$ cat config.mk
export PLATFORM = sky130hd
export DESIGN_NAME = pipe_stage_chain
export DESIGN_NICKNAME = d
export VERILOG_FILES = /design/src/rtl/pipe_stage_chain.sv
export SDC_FILE = /design/constraint.sdc
export NUM_CORES = 1
export LEC_CHECK = 0
export ABC_AREA = 1
export CAP_MARGIN = 25
export CORE_ASPECT_RATIO = 0.7
export CORE_MARGIN = 2
export CORE_UTILIZATION = 47
export CTS_CLUSTER_DIAMETER = 60
export DETAILED_ROUTE_END_ITERATION = 8
export GPL_TIMING_DRIVEN = 0
export MAX_ROUTING_LAYER = met4
export PLACE_DENSITY = 0.78
export SYNTH_ARGS = -nofsm -noshare
export SYNTH_HDL_FRONTEND = slang
export SYNTH_SLANG_ARGS = --single-unit
export TNS_END_PERCENT = 50
$ cat constraint.sdc
create_clock -name clk -period 4.9 [get_ports clk]
set_clock_uncertainty 0.15 [all_clocks]
set_input_delay 0.735 -clock clk [delete_from_list [all_inputs] [get_ports clk]]
set_output_delay 0.735 -clock clk [all_outputs]
set_load 0.05 [all_outputs]
$ cat src/rtl/pipe_stage_chain.sv
// rtl/pipe_stage_chain.sv - parametrised pipeline register chain with stall/flush, bubbles and forwarding lookup (optional PIPE_PERF_CNT_EN)
module pipe_stage_chain #(
    parameter int WIDTH  = 32,
    parameter int STAGES = 4,
    parameter int AW     = 5
) (
    input  logic              clk,
    input  logic              rst,
    input  logic              in_valid,
    input  logic [WIDTH-1:0]  in_data,
    input  logic              in_wreg,
    input  logic [AW-1:0]     in_wd,
    output logic              in_ready,
    input  logic [STAGES-1:0] stall,
    input  logic [STAGES-1:0] flush,
    output logic              out_valid,
    output logic [WIDTH-1:0]  out_data,
    output logic              out_wreg,
    output logic [AW-1:0]     out_wd,
    input  logic [AW-1:0]     fwd_raddr,
    output logic              fwd_hit,
    output logic [WIDTH-1:0]  fwd_data,
    output logic [31:0]       perf_stall_cnt,
    output logic [31:0]       perf_bubble_cnt
);

    // Stage storage, index 0 is the stage nearest the input
    logic [STAGES-1:0] r_valid;
    logic [STAGES-1:0] r_wreg;
    logic [AW-1:0]     r_wd   [STAGES];
    logic [WIDTH-1:0]  r_data [STAGES];

    // Freeze chain and what each stage would take from upstream
    logic [STAGES-1:0] w_hold;
    logic [STAGES-1:0] w_up_valid;
    logic [STAGES-1:0] w_up_wreg;
    logic [STAGES-1:0] w_up_bubble;
    logic [AW-1:0]     w_up_wd   [STAGES];
    logic [WIDTH-1:0]  w_up_data [STAGES];

    // Next-state values for every stage
    logic [STAGES-1:0] w_nxt_valid;
    logic [STAGES-1:0] w_nxt_wreg;
    logic [AW-1:0]     w_nxt_wd   [STAGES];
    logic [WIDTH-1:0]  w_nxt_data [STAGES];

    logic [STAGES-1:0] w_match;

    // A stage is frozen when it or any stage downstream of it stalls
    always_comb begin
        w_hold = '0;
        for (int i = 0; i < STAGES; i++) begin
            w_hold[i] = |(stall >> i);
        end
    end

    assign in_ready = ~w_hold[0];

    // Upstream source per stage; stage 0 turns an invalid input into a clean bubble
    always_comb begin
        w_up_valid     = '0;
        w_up_wreg      = '0;
        w_up_bubble    = '0;
        w_up_valid[0]  = in_valid;
        w_up_wreg[0]   = in_wreg & in_valid;
        w_up_wd[0]     = in_valid ? in_wd : '0;
        w_up_data[0]   = in_valid ? in_data : '0;
        w_up_bubble[0] = 1'b0;
        for (int i = 1; i < STAGES; i++) begin
            w_up_valid[i]  = r_valid[i-1];
            w_up_wreg[i]   = r_wreg[i-1];
            w_up_wd[i]     = r_wd[i-1];
            w_up_data[i]   = r_data[i-1];
            w_up_bubble[i] = w_hold[i-1];
        end
    end

    // Per-stage priority: flush, hold, bubble behind a frozen upstream, advance
    always_comb begin
        for (int i = 0; i < STAGES; i++) begin
            w_nxt_valid[i] = r_valid[i];
            w_nxt_wreg[i]  = r_wreg[i];
            w_nxt_wd[i]    = r_wd[i];
            w_nxt_data[i]  = r_data[i];
            if (flush[i] || (!w_hold[i] && w_up_bubble[i])) begin
                w_nxt_valid[i] = 1'b0;
                w_nxt_wreg[i]  = 1'b0;
                w_nxt_wd[i]    = '0;
                w_nxt_data[i]  = '0;
            end else if (!w_hold[i]) begin
                w_nxt_valid[i] = w_up_valid[i];
                w_nxt_wreg[i]  = w_up_wreg[i] & w_up_valid[i];
                w_nxt_wd[i]    = w_up_wd[i];
                w_nxt_data[i]  = w_up_data[i];
            end
        end
    end

    // Stage registers, cleared asynchronously
    always_ff @(posedge clk or posedge rst) begin
        if (rst) begin
            r_valid <= '0;
            r_wreg  <= '0;
            for (int i = 0; i < STAGES; i++) begin
                r_wd[i]   <= '0;
                r_data[i] <= '0;
            end
        end else begin
            r_valid <= w_nxt_valid;
            r_wreg  <= w_nxt_wreg;
            for (int i = 0; i < STAGES; i++) begin
                r_wd[i]   <= w_nxt_wd[i];
                r_data[i] <= w_nxt_data[i];
            end
        end
    end

    assign out_valid = r_valid[STAGES-1];
    assign out_wreg  = r_wreg[STAGES-1];
    assign out_wd    = r_wd[STAGES-1];
    assign out_data  = r_data[STAGES-1];

    // Stages that currently produce the queried register; register 0 never matches
    always_comb begin
        w_match = '0;
        for (int i = 0; i < STAGES; i++) begin
            w_match[i] = r_valid[i] & r_wreg[i] & (r_wd[i] == fwd_raddr) & (fwd_raddr != '0);
        end
    end

    // Youngest match wins: scan oldest to youngest so the lowest index overwrites
    always_comb begin
        fwd_hit  = |w_match;
        fwd_data = '0;
        for (int i = STAGES - 1; i >= 0; i--) begin
            if (w_match[i]) begin
                fwd_data = r_data[i];
            end
        end
    end

`ifdef PIPE_PERF_CNT_EN
    logic [31:0] r_stall_cnt;
    logic [31:0] r_bubble_cnt;

    // Saturating event counters, cleared only by reset
    always_ff @(posedge clk or posedge rst) begin
        if (rst) begin
            r_stall_cnt  <= '0;
            r_bubble_cnt <= '0;
        end else begin
            if (w_hold[0] && (r_stall_cnt != 32'hFFFF_FFFF)) begin
                r_stall_cnt <= r_stall_cnt + 32'd1;
            end
            if (!r_valid[STAGES-1] && (r_bubble_cnt != 32'hFFFF_FFFF)) begin
                r_bubble_cnt <= r_bubble_cnt + 32'd1;
            end
        end
    end

    assign perf_stall_cnt  = r_stall_cnt;
    assign perf_bubble_cnt = r_bubble_cnt;
`else
    assign perf_stall_cnt  = 32'h0;
    assign perf_bubble_cnt = 32'h0;
`endif

endmodule

* Word level (Yosys, flattened, before mapping)
Cells that the tools add are included.
** Word-level totals
- Flip-flop bits (word level) :: 156
- Input port bits :: 54
- Logic and storage cells :: 91
** Operators by class
- Eq/ne operators :: 8
- Mux-type cells :: 38
- Bitwise gates (word level) :: 15
- Reductions and logical operators :: 14
** Operator list (count)
- $mux 32 :: 13
- $mux 5 :: 9
- $eq 5x5->1 :: 4
- $mux 1 :: 16
- $and 1x1->1 :: 14
- $reduce_or 4->1 :: 2
- $ne 2x1->1 const B :: 3
- $reduce_bool 5->1 :: 1
- $logic_and 1x1->1 :: 3
- $logic_not 1->1 :: 3
- $logic_or 1x1->1 :: 3
- $reduce_or 3->1 :: 1
- $ne 2x2->1 const B :: 1
- $reduce_or 2->1 :: 1
- $not 1->1 :: 1

* Depth between registers and ports, before layout
- Depth in word-level cells :: 7
- Depth in mapped cells :: 12

* Least setup slack after synthesis
Ideal clock, no wire load.
- Kind :: input to output
- Start :: in fwd_raddr[2]
- End :: out fwd_data[10]
- Arrival :: 2.395 ns
- Data required time :: 4.015 ns
- Path slack :: 1.620 ns
- Stages :: 11
- Buffers on the path :: 2
- Cells stage by stage :: buf_2 > inv_2 > nand2_1 > nand2_1 > nand2_1 > nor2_4 > nand2_2 > buf_2 > nand2_1 > nand2_1 > a21oi_1
** Between the ends
- Cells in the longest elaborated chain, start to end :: 7
- Elaborated cells between the ends (all ways) :: 17
- Those cells by class :: eq/ne (4); mux (4); bitwise (8); reduce/logical (1)
** RTL lines
- from (decl) :: line 20 : input logic [AW-1:0] fwd_raddr,
- $eq 5x5->1 :: line 127 : w_match[i] = r_valid[i] & r_wreg[i] & (r_wd[i] == fwd_raddr) & (fwd_raddr != '0);
- $and 1x1->1 (2 in a row) :: line 127
- $mux 32 (3 in a row) :: line 136 : if (w_match[i]) begin
- $mux 32 * :: line 136
- to (decl) :: line 22 : output logic [WIDTH-1:0] fwd_data,
Every way passes the cells marked *; elsewhere a longest branch is shown, timed or not.

* Final worst setup path
- Start :: in fwd_raddr[0]
- End :: out fwd_data[6]
Same word-level chain as after synthesis.

==> results <==
- The layout has 1609 filler cells.
- STA classifies the critical path endpoint as an output pin.
- The number of antenna violations at the first check in global routing came to 0.
- Dividing the final minimum period by the clock period gives 0.922.
- The synthesized area is 8860 um2.
- In this run, synthesis inferred 0 flip-flops with an integrated enable.
- Entering global routing, the biggest net connects 43 pins.
- The count of synthesis-stage warnings from yosys is 0.
- At the worst endpoint, the required time is 4010 ps.
- The layout cell share with drive strength beyond 1 is 0.167.
- Summing all multi-input logic gate instances after layout gives 3180 um2.
- The register-to-register path setup slack is 3950 ps.
- At the placement stage, the worst setup path has a slack of 479 ps.
- The sum of overflow across all layers after global routing is 0.
- The wire length reported by the detailed router is 26100 um.
- In this run the number of H-tree levels came out at 4.
- For this run, the leading register cell type out of synthesis is dfrtp_1.
- The launch point of the critical path is fwd_raddr[0].
- The startpoint of the worst-slack reg-to-reg timing path is r_valid[2]$_DFFE_PP0P_.
- The share of the yosys chip area belonging to registers is 0.440.
- The clock network fraction of design power is 0.450.
- The final standard cell utilization of the core is 0.619.
- Setup violations remaining at the end of the flow were counted as 0.
- The critical path capture point is fwd_data[6].
- The overall via count from detail_route is 8207.
- The first global-routing pass estimated 41700 um of wire.
- Summing all flip-flop and latch instances after layout gives 3900 um2.
- The register share of total power is 0.433.
- In this run the worst hold path is classified as reg2reg.
- After detailed routing, the number of vias per cell comes to 5.17.
- The TritonCTS clock tree is yes.
- The clock latency of the later-clocked register in the worst-skew pair is 430 ps.
- VDD sags by at most 241 uV.
- The maximum fanout along the worst path is 10.
- The most frequent cell after synthesis is inv_1.
- At the pin with the least slew margin, the transition time is 795 ps.
- Of the total power, the share spent switching nets is 0.266.
- The number of sinks handled by clock tree synthesis is 156.
- The max-capacitance violation count is 0.
- Cell internal power was estimated by the tool at 2.20 mW.
- The via count of the first global-routing pass is 8050.
- The cell row count is 41.
- The clock-pin slew reported for the worst setup and hold paths after clock tree synthesis is 60 ps.
- The capturing point of the worst reg2reg path is r_wreg[3]$_DFFE_PP0P_.
- The number of library cell types mapped by synthesis is 33.
- The commonest cells after synthesis are inv_1, nand2_1, dfrtp_1.
- The count of instances resized after the clock tree is built is 0.
- The remaining antenna violation count after routing is 0.
- The die outline width is 168 um.
- The analysis attributes to cell leakage a power of 5.64 nW.
- Headroom to the max-slew limit came out at 0.470.
- The number of register bits inferred by synthesis is 156.
- The async set or reset register ratio after synthesis is 1.00.
- The post-CTS setup repair buffer count is 0.
- The largest total area in the synthesized netlist belongs to dfrtp_1.
- Ranked by total cell area, the synthesized netlist is headed by dfrtp_1, inv_1, buf_4.
- The global-route usage over all layers is 0.272.
- The critical path launch point type is a primary input.
- Dividing the synthesized area by the synthesized cell count gives 7.85 um2.
- In this run the power density over the cells is 265 nW/um2.
- The number of hold-slack violations in the final timing report is 0.
- Based on the critical path, the design can be clocked at up to 221 MHz.
- The total inserted antenna cells is 0.
- The number of hold buffers added after CTS is 0.
- The standard cell core area is 18300 um2.
- The final count of pins violating max slew is 0.
- Dividing the detail-routed wire length by the instance count gives 16.4 um.
- Summed over all failing endpoints, the final setup total negative slack is 0 ps.
- The HPWL after detailed placement is 18300 um.
- The global placer's final weighted congestion is 0.897.
- The share of synthesized area in the top cell type comes to 0.440.
- In the routed design, unresolved DRC markers number 0.
- From bottom edge to top edge, the die measures 119 um.
- The initial utilization of the core area, before any placement, comes to 0.485.
- The flow ran to the end, and the final reports show no timing, DRC or antenna violations.
- The number of buffers on the longest clock path is 2.
- The worst setup path category is in2out.
- The count of buffers from port buffering is 124.
- The count of cells along the worst register-to-register path is 2.
- The pre-antenna-repair detailed-routing pass consisted of 6 iterations.
- The smallest clock period supported by the final layout is computed as 4520 ps.
- Across all hold checks on the routed design, the worst slack comes to 399 ps.
- The violation count after the first detailed-route iteration is 933.
- For the worst setup path, the data arrival time is 3630 ps.
- The number of cells produced by synthesis is 1129.
- The count of nets after finishing is 1393.
- The total I/O pin count is 191.
- The fraction of power consumed by combinational cells is 0.118.
- Compared with the post-synthesis result, the final layout area differs by 27.5%.
- The floorplan die area is 20000 um2.
- Buffers inserted during clock tree synthesis total 17.
- For this design the total switching power over the nets is 796 uW.
- The root buffer cell is clkbuf_16.
- Setup repair after global routing left no endpoint under its margin.
- In the post-route analysis, the smallest setup slack over all paths is 381 ps.
-- metrics by stage --
| stage | std cells | area [um2] | power (mW) |
|---|---|---|---|
| 2_1_floorplan | 1192 | 9100 | 1.57 |
| 3_3_place_gp | 1552 | 10600 | 1.66 |
| 3_5_place_dp | 1556 | 10700 | 1.66 |
| 4_1_cts | 1587 | 11300 | 2.98 |
| 5_1_grt | 1587 | 11300 | 3.06 |
| 6_report | 1587 | 11300 | 2.99 |
-- routing by layer --
layer  part of all wire  vias to the layer above  routed length (um)  global-route usage
li1                   -                     3842                   -                   -
met1               0.43                     3856               11100               0.372
met2               0.45                      462               11800               0.404
met3               0.10                       47                2690              0.0665
met4              0.017                        0                 455              0.0792
met5                  0                        -                   0                   -
-- power groups by stage --
stage               clock network, mW  registers (mW)  logic [mW]
floorplan                           0            1.32       0.247
global placement                    0            1.32       0.336
detailed placement                  0            1.32       0.346
CTS                              1.34            1.29       0.347
global route                     1.39            1.29       0.374
finish                           1.34            1.29       0.352
-- cells in the final DEF, fill, tap and decap left out, types with 3 or more instances in the layout --
cell type        instances
buf_2                   30
clkinv_2                 3
buf_12                   4
nor2_1                  37
nor2_4                   5
nand2_2                  5
buf_4                  111
o21ai_0                 40
clkinvlp_4               3
clkbuf_16               17
clkbuf_1                22
clkdlybuf4s50_1        124
o22ai_1                107
nand3_1                139
a21oi_2                 10
xnor2_1                  4
clkinv_4                 3
bufinv_16                3
conb_1                  64
o22ai_2                  9
buf_6                    6
a21oi_1                 23
inv_2                    7
nand2_1                169
nor2_2                   4
inv_1                  229
dfrtp_1                156
-- worst max-delay path: stages --
cell and delay (ps):
clkdlybuf4s50_1 600, inv_2 120, nand2_1 80, nand3_1 120
nor2_4 260, nand2_2 180, buf_2 250, nand2_1 100
nand2_1 60, a21oi_1 250, clkdlybuf4s50_1 870
-- flip-flops by register name (all words and copies together), names as in the netlist --
register,count
out_data,32
r_data,96
r_wreg,4
r_wd,15
r_valid,4
out_wd,5
-- cell families (layout without fill, tap and decap cells) --
family,count (synthesis),count (layout),share of synthesized area
AOI/OAI and AO/OA,196,196,0.139
xor gates and xnor gates,4,4,0.00395
buffers and inverters,404,563,0.227
DFF,156,156,0.440
other,1,64,0.000423
and+or+nand+nor,368,368,0.188
-- worst min path at each step --
stage                                to                      from  cells after the start  slack [ps]
2_1_floorplan   r_data[101]$_DFFE_PP0P_   r_data[101]$_DFFE_PP0P_                      2         350
3_3_place_gp     r_data[94]$_DFFE_PP0P_    r_data[94]$_DFFE_PP0P_                      2         370
3_5_place_dp   out_data[29]$_DFFE_PP0P_    r_data[61]$_DFFE_PP0P_                      2         380
4_1_cts        out_data[31]$_DFFE_PP0P_    r_data[63]$_DFFE_PP0P_                      2         400
5_1_grt          r_data[91]$_DFFE_PP0P_    r_data[91]$_DFFE_PP0P_                      2         420
6_report       out_data[12]$_DFFE_PP0P_  out_data[12]$_DFFE_PP0P_                      2         400
-- area by class of cell --
| type | count | area share |
|---|---|---|
| flip-flops and latches | 156 | 0.345 |
| multi-input cells | 632 | 0.281 |
| repair buffers | 128 | 0.117 |
| plain buffers | 166 | 0.0993 |
| inverters | 238 | 0.0794 |
| clock buffers | 20 | 0.0386 |
| well taps | 236 | 0.0261 |
| clock inverters | 11 | 0.0129 |
Power figures use the tool's default switching activity.
